===== src/rtl/sysid_wait_timer.sv =====
// Loadable down-counter with a terminal flag; counts GAP idle cycles or
// waitrequest stall cycles depending on what the owner loads into it.
module sysid_wait_timer #(
    parameter int unsigned WIDTH = 7
) (
    input  logic             clk_i,
    input  logic             rst_i,
    input  logic             load_i,
    input  logic [WIDTH-1:0] load_value_i,
    input  logic             dec_i,
    output logic             terminal_o
);

    logic [WIDTH-1:0] count_q;

    // Load has priority; decrement stops at zero.
    always_ff @(posedge clk_i or posedge rst_i) begin
        if (rst_i) begin
            count_q <= '0;
        end else if (load_i) begin
            count_q <= load_value_i;
        end else if (dec_i && (count_q != '0)) begin
            count_q <= count_q - 1'b1;
        end
    end

    assign terminal_o = (count_q == '0);

endmodule


===== config.mk =====
export PLATFORM = sky130hd
export DESIGN_NAME = sysid_wait_timer
export DESIGN_NICKNAME = d
export VERILOG_FILES = /design/src/rtl/sysid_wait_timer.sv
export SDC_FILE = /design/constraint.sdc
export NUM_CORES = 1
export LEC_CHECK = 0
export BUFFER_PORTS_ARGS = -buffer_cell sky130_fd_sc_hd__clkbuf_2
export CAP_MARGIN = 20
export CORE_AREA = 4 4 41 43
export DETAILED_ROUTE_END_ITERATION = 10
export DIE_AREA = 0 0 45 47
export HOLD_SLACK_MARGIN = 0.12
export PLACE_DENSITY = 0.71
export SLEW_MARGIN = 20
export SYNTH_ARGS = -nofsm -noshare
export SYNTH_HDL_FRONTEND = slang
export SYNTH_SLANG_ARGS = --single-unit

===== constraint.sdc =====
create_clock -name clk_i -period 1.5 [get_ports clk_i]
set_clock_uncertainty 0.1 [all_clocks]
set_input_delay 0.075 -clock clk_i [delete_from_list [all_inputs] [get_ports clk_i]]
set_output_delay 0.075 -clock clk_i [all_outputs]
set_load 0.05 [all_outputs]

==> summary.txt, run 1 <==
Run status
  – Outcome: finished with violations
  – Failing checks: setup timing

Floorplan
  – Die H: 47 um
  – Initial Util: 0.3875
  – Die ar.: 2115 um^2
  – Die Span X: 45 um
  – Std-Cell Rows: 13
  – Core ar.: 1301 um^2
  – I/O Pins: 12

Routing
  – Via count: 600
  – Routed len/inst: 14.18 um
  – TritonRoute pass-1 iters: 4
  – Antenna-violating nets left: 0
  – Vias per inst: 5.505
  – DRT Wirelength: 1546 um
  – 1st-iter DRT viols: 6
  – DRC errors left: 0

Clock tree
  – Clk buf depth: 2
  – CTS H-Tree Depth: 1
  – Worst-path clk slew: 0.05 ns
  – CTS root buf: clkbuf_4
  – TritonCTS clock tree: yes
  – Worst skew pair latency: 0.26 ns
  – Total clock sinks: 7
  – CTS Buf Count: 3

GRT
  – Largest net degree at the start of global routing: 19
  – Vias in the first global route: 564
  – GRT Util Overall: 0.1599
  – Antenna violations before repair: 0
  – GRT overflow: 0
  – First-pass GRT wire length: 2401 um

Setup path
  – Crit start category: register
  – Crit path DAT: 1.46 ns
  – Crit Path Max Fanout: 3
  – Worst r2r src: count_q[1]
  – CP Class: register to output port
  – Required @ worst endpoint: 1.32 ns
  – R2R depth: 4
  – Worst setup EP type: output port
  – Worst R2R Setup Slack: -0.11 ns
  – R2R Path End: count_q[3]

Yosys
  – Leading cell type by number of instances after synthesis: dfrtp_1
  – Seq/Total Area, Yosys: 0.3474
  – EDFF count, synth: 0
  – Yosys Warn Count: 0
  – Synth cell types: 31
  – Yosys reg bits: 7
  – Post-Syn Area per Cell: 8.694 um^2
  – Post-Synthesis Net Count: 70
  – Yosys top cell by area: dfrtp_1
  – Synth Flop Type: dfrtp_1
  – FFs w/ async S/R, synth: 1.000
  – Synth area leaders: dfrtp_1, a21oi_1, nand2b_1, nor2b_1, inv_1
  – Post-Syn Area: 504.2 um^2
  – Post-Synthesis Cells: 58
  – Post-synth top cells: dfrtp_1, a21oi_1, inv_1, nand2_1, nor2_1
  – Area fraction of the dominant cell type after synthesis: 0.3474

Placed design
  – I/O Buffers: 11
  – Placed cell count: 94
  – GPL Wtd Cong: 0.8412
  – Post-Place Cell Area: 665.6 um^2
  – Hpwl dp: 930.5 um

Power and ir drop
  – Worst VDD drop: 462.7 uV
  – Overall Power: 0.6891 mW
  – Power Dens Cells: 757.5 nW/um^2
  – Lkg Pwr: 0.4022 nW

Finish
  – Final Non-Filler Cells: 109
  – Number of diodes: 0
  – Top reg by flops: count_q
  – Area Growth Syn to Fin: 80.40%
  – Design Area, Final: 909.6 um^2
  – Regs by FF count: count_q (7)
  – Layout cell share with drive strength beyond 1: 0.5426
  – Fillers: 116
  – Final #Nets: 107
  – Max FFs per register: 7

Timing
  – Pins Over Slew Limit: 0
  – Fin Hold WS: 0.1412 ns
  – Setup violators final: 4
  – Worst slew pin tran: 0.3789 ns
  – Hold Vio Cnt, Final: 0
  – Max transition margin: 0.7451
  – Fmax: 613.2 MHz
  – Fin crit share: 1.087
  – Min Tclk post-route: 1.631 ns
  – RSZ-0062 raised after global routing: yes
  – Setup TNS: -0.4306 ns
  – Worst setup margin: -0.1309 ns

Hold path
  – Hold_sp: load_i
  – Hold path endpoint: count_q[6]
  – Worst Hold Depth: 3
  – Tightest Hold Check Type: input pin to register

Job
  – Max_cap viols: 0
[timing repair]
action,CTS,global route
endpoints found under the hold margin,14,0
endpoints found under the setup margin,8,8
hold buffers,8,0
resized for setup,11,16
buffers inserted,2,1
pin swaps,5,7
[cell type report]
class,instances,area (um^2),area share
multi-input cells,45,409.1,0.4498
repair buffers,34,265.3,0.2916
flip-flops and latches,7,175.2,0.1926
clock buffers,4,26.28,0.02889
well taps,15,18.77,0.02063
inverters,4,15.01,0.01651
[layer usage]
metal  global-route usage  part of all wire
met5                    0                 0
met4               0.1228             0.046
met1               0.1995              0.40
met2               0.2373              0.48
met3              0.03831             0.080
[power breakdown]
group	internal [mW]	total [mW]	switching, mW
Sequential	0.211	0.231	0.0201
Combinational	0.151	0.279	0.128
Clock	0.102	0.179	0.0770
[worst max-delay path, cell delays in order (launching register included)]
cell and delay [ns]:
dfrtp_1 0.37, or4_4 0.57, nor2_4 0.11, buf_8 0.15
[logic make-up after synthesis]
logic type | Yosys count | share of synthesized area
buffers and inverters | 6 | 0.05706
flip-flops | 7 | 0.3474
AO/OA/AOI/OAI | 18 | 0.2506
AND/OR/NAND/NOR | 26 | 0.3201
adder cells (fa/ha/maj) | 1 | 0.02481
[stage by stage]
stage	setup WS (ns)	utilization
5_1_grt	-0.1724	0.6990
6_report	-0.1309	0.6990
2_1_floorplan	-0.09900	-
4_1_cts	-0.1695	0.6442
3_3_place_gp	-0.09245	0.5115
3_5_place_dp	-0.1238	0.5115
[how the worst max path moves through the flow]
stage	to	from
6_report	terminal_o	count_q[4]
5_1_grt	terminal_o	count_q[4]
4_1_cts	terminal_o	count_q[5]
3_5_place_dp	count_q[4]	count_q[0]
3_3_place_gp	count_q[0]	count_q[5]
2_1_floorplan	count_q[0]	count_q[5]
[placed cells by master, fill, tap and decap left out, types with 2 or more instances in the layout]
cell            n
nor2_1          3
dfrtp_1         7
a21oi_2         2
clkbuf_4        3
buf_6           2
nand2_1         3
inv_2           2
nor2b_1         2
or4_4           2
inv_1           2
dlygate4sd3_1   8
buf_4          13
a21oi_1         4
clkbuf_2       10
nand2b_1        2
o211ai_1        2
Note: power is estimated with default switching activity, not from simulation.
==> inputs of run 2 (changes only) <==
--- a/config.mk
+++ b/config.mk
@@ -8,6 +8,7 @@
 export BUFFER_PORTS_ARGS = -buffer_cell sky130_fd_sc_hd__clkbuf_2
 export CAP_MARGIN = 20
 export CORE_AREA = 4 4 41 43
+export CTS_CLUSTER_SIZE = 24
 export DETAILED_ROUTE_END_ITERATION = 10
 export DIE_AREA = 0 0 45 47
 export HOLD_SLACK_MARGIN = 0.12
==> constraint.sdc (replaced) <==
create_clock -name clk_i -period 1.5 [get_ports clk_i]
set_clock_uncertainty 0.1 [all_clocks]
set_input_delay 0.225 -clock clk_i [delete_from_list [all_inputs] [get_ports clk_i]]
set_output_delay 0.225 -clock clk_i [all_outputs]
set_load 0.05 [all_outputs]
==> summary.txt, run 2 (same netlist as run 1, synthesis figures left out) <==
Run status
  – Outcome: finished with violations
  – Failing checks: setup timing

Power and ir drop
  – Sw Share: 0.3400 (+0.01373)
  – Logic pwr share: 0.409 (+0.005)
  – Power Dens Cells: 772.8 nW/um^2 (+2.0%)
  – Cell Int Power: 0.4678 mW (+0.77%)
  – Worst VDD drop: 486.7 uV (+5.2%)
  – Sw power: 0.2410 mW (+7.2%)
  – Overall Power: 0.7088 mW (+2.9%)
  – Clock group share of total power: 0.266 (+0.006)
  – Reg power frac: 0.325 (-0.011)
  – Lkg Pwr: 0.4054 nW (+0.79%)

GRT
  – Largest net degree at the start of global routing: 12 (-7)
  – GRT Util Overall: 0.1652 (+0.005306)
  – Antenna violations before repair: 0 (unchanged)
  – GRT overflow: 0 (unchanged)
  – Vias in the first global route: 540 (-4.3%)
  – First-pass GRT wire length: 2497 um (+4.0%)

Timing
  – Pins Over Slew Limit: 0 (unchanged)
  – Worst slew pin tran: 0.3732 ns (-0.005669 ns)
  – Setup violators final: 6 (+2)
  – Worst setup margin: -0.3001 ns (-0.1693 ns)
  – RSZ-0062 raised after global routing: yes
  – Fin Hold WS: 0.1758 ns (+0.03454 ns)
  – Fin crit share: 1.200 (+0.1129)
  – Max transition margin: 0.7489 (+0.003814)
  – Min Tclk post-route: 1.800 ns (+0.1693 ns)
  – Fmax: 555.5 MHz (-9.4%)
  – Hold Vio Cnt, Final: 0 (unchanged)

Routing
  – Top sig layer: met4
  – Via count: 596 (-0.67%)
  – DRC errors left: 0 (unchanged)
  – Vias per inst: 5.418 (-1.6%)
  – Routed len/inst: 15.10 um (+6.5%)
  – Met3 WL: 73 um (-41%)
  – M1 wire length: 723 um (+18%)
  – TritonRoute pass-1 iters: 4 (unchanged)
  – Antenna-violating nets left: 0 (unchanged)
  – 1st-iter DRT viols: 13 (+7)
  – Met2 wire length: 849 um (+15%)
  – DRT Wirelength: 1661 um (+7.4%)

Setup path
  – CP Class: register to output port
  – Crit Path Max Fanout: 3 (unchanged)
  – Worst setup EP type: output port
  – Critical path's largest stage delay: 0.57 ns (about the same)
  – Cell Chain, Critical Path: or4_4 > nor2_4 > buf_8
  – Required @ worst endpoint: 1.17 ns (-0.15 ns)
  – Crit path DAT: 1.48 ns (+0.02 ns)
  – Crit-path slowest cell: or4_4
  – Crit start category: register

Floorplan
  – Std-Cell Rows: 13 (unchanged)
  – Die ar.: 2115 um^2 (unchanged)
  – Die Span X: 45 um (unchanged)
  – Core ar.: 1301 um^2 (unchanged)
  – Initial Util: 0.3875 (unchanged)
  – Die H: 47 um (unchanged)
  – I/O Pins: 12 (unchanged)

Clock tree
  – Total clock sinks: 7 (unchanged)
  – Clk buf depth: 2 (unchanged)
  – CTS root buf: clkbuf_4
  – CTS Buf Count: 3 (unchanged)
  – CTS H-Tree Depth: 1 (unchanged)
  – TritonCTS clock tree: yes
  – Worst-path clk slew: 0.06 ns (about the same)
  – Worst skew pair latency: 0.26 ns (about the same)

Job
  – Max_cap viols: 0 (unchanged)

Hold path
  – Tightest Hold Check Type: input pin to register

Finish
  – Final Non-Filler Cells: 110 (+0.92%)
  – Regs by FF count: count_q (7)
  – Commonest non-fill, non-tap cell in the layout: buf_4
  – Area Growth Syn to Fin: 81.89%
  – Commonest non-fill, non-tap cells in the layout: buf_4, clkbuf_2, dfrtp_1, dlygate4sd3_1
  – Final #Nets: 108 (+0.93%)
  – Layout cell share with drive strength beyond 1: 0.5579 (+0.01534)
  – Fillers: 100 (-14%)
  – Max FFs per register: 7 (unchanged)
  – Top reg by flops: count_q
  – Number of diodes: 0 (unchanged)

Placed design
  – GPL Wtd Cong: 0.7457 (-11%)
  – I/O Buffers: 11 (unchanged)
  – Placed cell count: 94 (unchanged)
  – Hpwl dp: 913.6 um (-1.8%)
==> run 2: area by class of cell <==
type / count / area (um^2) / share of cell area
clock buffers: 4 / 26.28 / 0.02865
inverters: 4 / 15.01 / 0.01637
multi-input cells: 45 / 404.1 / 0.4407
flip-flops and latches: 7 / 175.2 / 0.1910
well taps: 15 / 18.77 / 0.02046
repair buffers: 35 / 277.8 / 0.3029
==> run 2: metal layers <==
layer | vias up | GRT usage
met5 | - | 0
met4 | 0 | 0.1053
met3 | 2 | 0.02299
met2 | 24 | 0.2401
met1 | 277 | 0.2286
li1 | 293 | -
==> run 2: path summary, 6_finish.rpt <==
| path | from | to | slack (ns) | cells past startpoint |
|---|---|---|---|---|
| min in group asynchronous | rst_i | count_q[2] | 0.33 | 3 |
| hold reg to reg | count_q[6] | count_q[6] | 0.52 | 2 |
| setup / recovery | count_q[5] | terminal_o | -0.30 | 3 |
| max in group asynchronous | rst_i | count_q[1] | 0.72 | 3 |
| hold / removal | load_value_i[4] | count_q[4] | 0.18 | 3 |
| setup reg to reg | count_q[5] | count_q[0] | -0.26 | 4 |
==> run 2: power by group through the flow <==
stage	sequential (mW)	combinational [mW]	clock (mW)
after floorplan	0.239	0.0951	0
after global placement	0.230	0.186	0
after detailed placement	0.230	0.190	0
after CTS	0.230	0.235	0.191
after global routing	0.234	0.312	0.200
final	0.230	0.290	0.188
==> run 2: worst max-delay path: cells and delay by family, from the launching register on <==
family	cells	cell delay, ns
simple gates	2	0.68
flops	1	0.38
buf+inv	1	0.15
==> run 2: through the flow <==
step | setup WS (ns) | TNS (ns) | utilization | cell area [um^2]
after CTS | -0.3106 | -0.6023 | 0.6385 | 830.8
final | -0.3001 | -0.8153 | 0.7048 | 917.1
after detailed placement | -0.1151 | -0.5130 | 0.5154 | 670.6
after floorplan | -0.1157 | -0.3054 | - | 520.5
after global routing | -0.3415 | -1.134 | 0.7048 | 917.1
after global placement | -0.1072 | -0.4076 | 0.5154 | 670.6
==> run 2: timing repair <==
| action | 4_1_cts | 5_1_grt |
|---|---|---|
| endpoints found under the setup margin | 7 | 8 |
| hold buffers | 7 | 0 |
| resized for setup | 13 | 14 |
| pin swaps | 3 | 7 |
| buffers inserted | 1 | 4 |
| endpoints found under the hold margin | 13 | 0 |
==> inputs of run 3 (changes only) <==
--- a/config.mk
+++ b/config.mk
@@ -5,6 +5,7 @@
 export SDC_FILE = /design/constraint.sdc
 export NUM_CORES = 1
 export LEC_CHECK = 0
+export ABC_AREA = 1
 export BUFFER_PORTS_ARGS = -buffer_cell sky130_fd_sc_hd__clkbuf_2
 export CAP_MARGIN = 20
 export CORE_AREA = 4 4 41 43
==> summary.txt, run 3 <==
Finish
  – Commonest non-fill, non-tap cell in the layout: nand2_1
  – Max FFs per register: 7 (unchanged)
  – Multi-input logic area: 354.1 um^2 (-12%)
  – Top reg by flops: count_q
  – Layout cell share with drive strength beyond 1: 0.4608 (-0.09711)
  – Final #Nets: 115 (+6.5%)
  – Final Non-Filler Cells: 117 (+6.4%)
  – Commonest non-fill, non-tap cells in the layout: nand2_1, nand3_1, clkbuf_2
  – Regs by FF count: count_q (7)
  – Storage element area: 175.2 um^2 (unchanged)
  – Fillers: 113 (+13%)
  – Finished Core Util: 0.6144 (-0.09038)
  – Area Growth Syn to Fin: 57.00%
  – Number of diodes: 0 (unchanged)

Yosys
  – Seq/Total Area, Yosys: 0.3440 (-0.003414)
  – EDFF count, synth: 0 (unchanged)
  – Synth Flop Type: dfrtp_1
  – Yosys Warn Count: 0 (unchanged)
  – Post-Syn Area per Cell: 6.882 um^2 (-21%)
  – Post-Syn Area: 509.2 um^2 (+0.99%)
  – Synth cell types: 15 (-52%)
  – Area fraction of the dominant cell type after synthesis: 0.3440 (-0.003414)
  – FFs w/ async S/R, synth: 1.000 (unchanged)
  – Post-Synthesis Net Count: 86 (+23%)
  – Leading cell type by number of instances after synthesis: nand2_1
  – Synth area leaders: dfrtp_1, nand2_1, nand3_1, inv_1, nor2_2
  – Post-Synthesis Cells: 74 (+28%)
  – Yosys reg bits: 7 (unchanged)
  – Post-synth top cells: nand2_1, nand3_1, inv_1
  – Yosys top cell by area: dfrtp_1

Clock tree
  – Worst skew pair latency: 0.27 ns (about the same)
  – Total clock sinks: 7 (unchanged)
  – Worst-path clk slew: 0.06 ns (about the same)
  – Clk buf depth: 2 (unchanged)
  – TritonCTS clock tree: yes
  – CTS Buf Count: 3 (unchanged)
  – CTS root buf: clkbuf_4
  – CTS H-Tree Depth: 1 (unchanged)

Timing
  – Fin crit share: 1.037 (-0.1635)
  – Fmax: 643.2 MHz (+16%)
  – Hold Vio Cnt, Final: 0 (unchanged)
  – Setup TNS: -0.05484 ns (+0.7605 ns)
  – Worst setup margin: -0.05484 ns (+0.2453 ns)
  – Setup violators final: 1 (-5)
  – RSZ-0062 raised after global routing: yes
  – Pins Over Slew Limit: 0 (unchanged)
  – Min Tclk post-route: 1.555 ns (-0.2453 ns)
  – Max transition margin: 0.7682 (+0.01931)
  – Worst slew pin tran: 0.3473 ns (-0.02591 ns)

Power and ir drop
  – Sw Share: 0.3856 (+0.04561)
  – Cell Int Power: 0.4829 mW (+3.2%)
  – Worst VDD drop: 472.1 uV (-3.0%)
  – Sw power: 0.3031 mW (+26%)
  – Reg power frac: 0.306 (-0.019)
  – Power Dens Cells: 983.2 nW/um^2 (+27%)
  – Lkg Pwr: 0.4214 nW (+3.9%)
  – Clock group share of total power: 0.245 (-0.021)
  – Overall Power: 0.7861 mW (+11%)
  – Logic pwr share: 0.449 (+0.040)

Floorplan
  – Std-Cell Rows: 13 (unchanged)
  – Die Span X: 45 um (unchanged)
  – Die ar.: 2115 um^2 (unchanged)
  – Die H: 47 um (unchanged)
  – Core ar.: 1301 um^2 (unchanged)
  – Initial Util: 0.3913 (+0.003846)
  – I/O Pins: 12 (unchanged)

Hold path
  – Hold_sp: load_value_i[4]
  – Tightest Hold Check Type: input pin to register

Placed design
  – Placed cell count: 101 (+7.4%)
  – Post-place setup slack: 0.03418 ns (+0.1493 ns)
  – I/O Buffers: 11 (unchanged)
  – GPL Wtd Cong: 0.7912 (+6.1%)
  – Hpwl dp: 875.5 um (-4.2%)

Routing
  – Routed len/inst: 11.72 um (-22%)
  – TritonRoute pass-1 iters: 4 (unchanged)
  – DRT Wirelength: 1371 um (-17%)
  – Via count: 561 (-5.9%)
  – Antenna-violating nets left: 0 (unchanged)
  – DRC errors left: 0 (unchanged)
  – 1st-iter DRT viols: 10 (-3)
  – Vias per inst: 4.795 (-12%)

Run status
  – Failing checks: setup timing
  – Outcome: finished with violations

Setup path
  – Crit. Startpoint: count_q[1]
  – Crit path DAT: 1.23 ns (-0.25 ns)
  – Crit Path Max Fanout: 2 (-1)
  – Worst r2r src: count_q[1]
  – Crit start category: register
  – CP Class: register to output port
  – Worst setup EP type: output port
  – Required @ worst endpoint: 1.17 ns (about the same)

Job
  – Max_cap viols: 0 (unchanged)

GRT
  – Antenna violations before repair: 0 (unchanged)
  – GRT overflow: 0 (unchanged)
  – GRT Util Overall: 0.1409 (-0.02429)
  – Vias in the first global route: 512 (-5.2%)
  – Largest net degree at the start of global routing: 11 (-1)
  – First-pass GRT wire length: 2097 um (-16%)
run 3: changes by cell type in the layout (fill, tap and decap cells not counted), moves of 3 or more:
cell,previous run,this run
nand3_1,0,11
o21ai_2,0,3
nand2_1,3,16
dlygate4sd3_1,7,4
nand2_4,1,5
nand2b_1,3,0
buf_6,4,1
a21oi_1,4,0
inv_1,2,7
buf_4,13,9
nor2_2,0,3
nand2_2,0,4
run 3: path summary, 6_finish.rpt:
| check | endpoint | slack, ns | cells after the start |
|---|---|---|---|
| max in group asynchronous | count_q[6] | 0.76 | 3 |
| min reg2reg | count_q[6] | 0.40 | 2 |
| max reg2reg | count_q[4] | 0 | 10 |
| max | terminal_o | -0.05 | 5 |
| min in group asynchronous | count_q[1] | 0.31 | 3 |
| min | count_q[4] | 0.17 | 5 |
run 3: repair_timing:
action | CTS | global route
pin swaps | 1 | 3
hold endpoints to repair | 10 | 0
setup buffers | 4 | 4
gates resized for setup | 6 | 14
endpoints found under the setup margin | 1 | 5
hold buffers | 4 | 0
run 3: final cells by class:
type,instances,area share
timing repair buffer,25,0.2300
clock buffer,4,0.03286
sequential,7,0.2191
multi-input combinational,55,0.4429
tap,15,0.02347
inverter,11,0.05164
run 3: logic make-up (layout without fill, tap and decap cells):
kind of cell / after synthesis / in the layout / synth area share
flops: 7 / 7 / 0.3440
buf+inv: 12 / 40 / 0.1081
compound gates: 7 / 7 / 0.06879
simple gates: 47 / 47 / 0.4546
fa+ha+maj: 1 / 1 / 0.02457
run 3: worst max-delay path, cell delays in order (launching register included):
cell     delay, ns
dfrtp_1       0.39
inv_2         0.08
ha_4          0.16
nand2_4       0.06
nor2_4        0.11
buf_8         0.15
run 3: through the flow:
step / area [um^2] / hold slack, ns
4_1_cts: 714.4 / 0.1868
6_report: 799.5 / 0.1740
3_5_place_dp: 591.8 / 0.05841
5_1_grt: 799.5 / 0.2376
3_3_place_gp: 591.8 / 0.05541
2_1_floorplan: 516.7 / -0.07160
run 3: power groups by stage:
stage / clock [mW] / sequential, mW / combinational, mW
final: 0.193 / 0.241 / 0.353
after global routing: 0.193 / 0.244 / 0.398
after global placement: 0 / 0.247 / 0.210
after floorplan: 0 / 0.244 / 0.162
after CTS: 0.188 / 0.240 / 0.279
after detailed placement: 0 / 0.248 / 0.216
run 3: per-layer routing:
| layer | global-route usage | wire length, um | vias to the layer above |
|---|---|---|---|
| met4 | 0.09942 | 35 | 0 |
| met1 | 0.1698 | 558 | 255 |
| li1 | - | - | 288 |
| met5 | 0 | 0 | - |
| met3 | 0.02682 | 60 | 5 |
| met2 | 0.2260 | 716 | 13 |
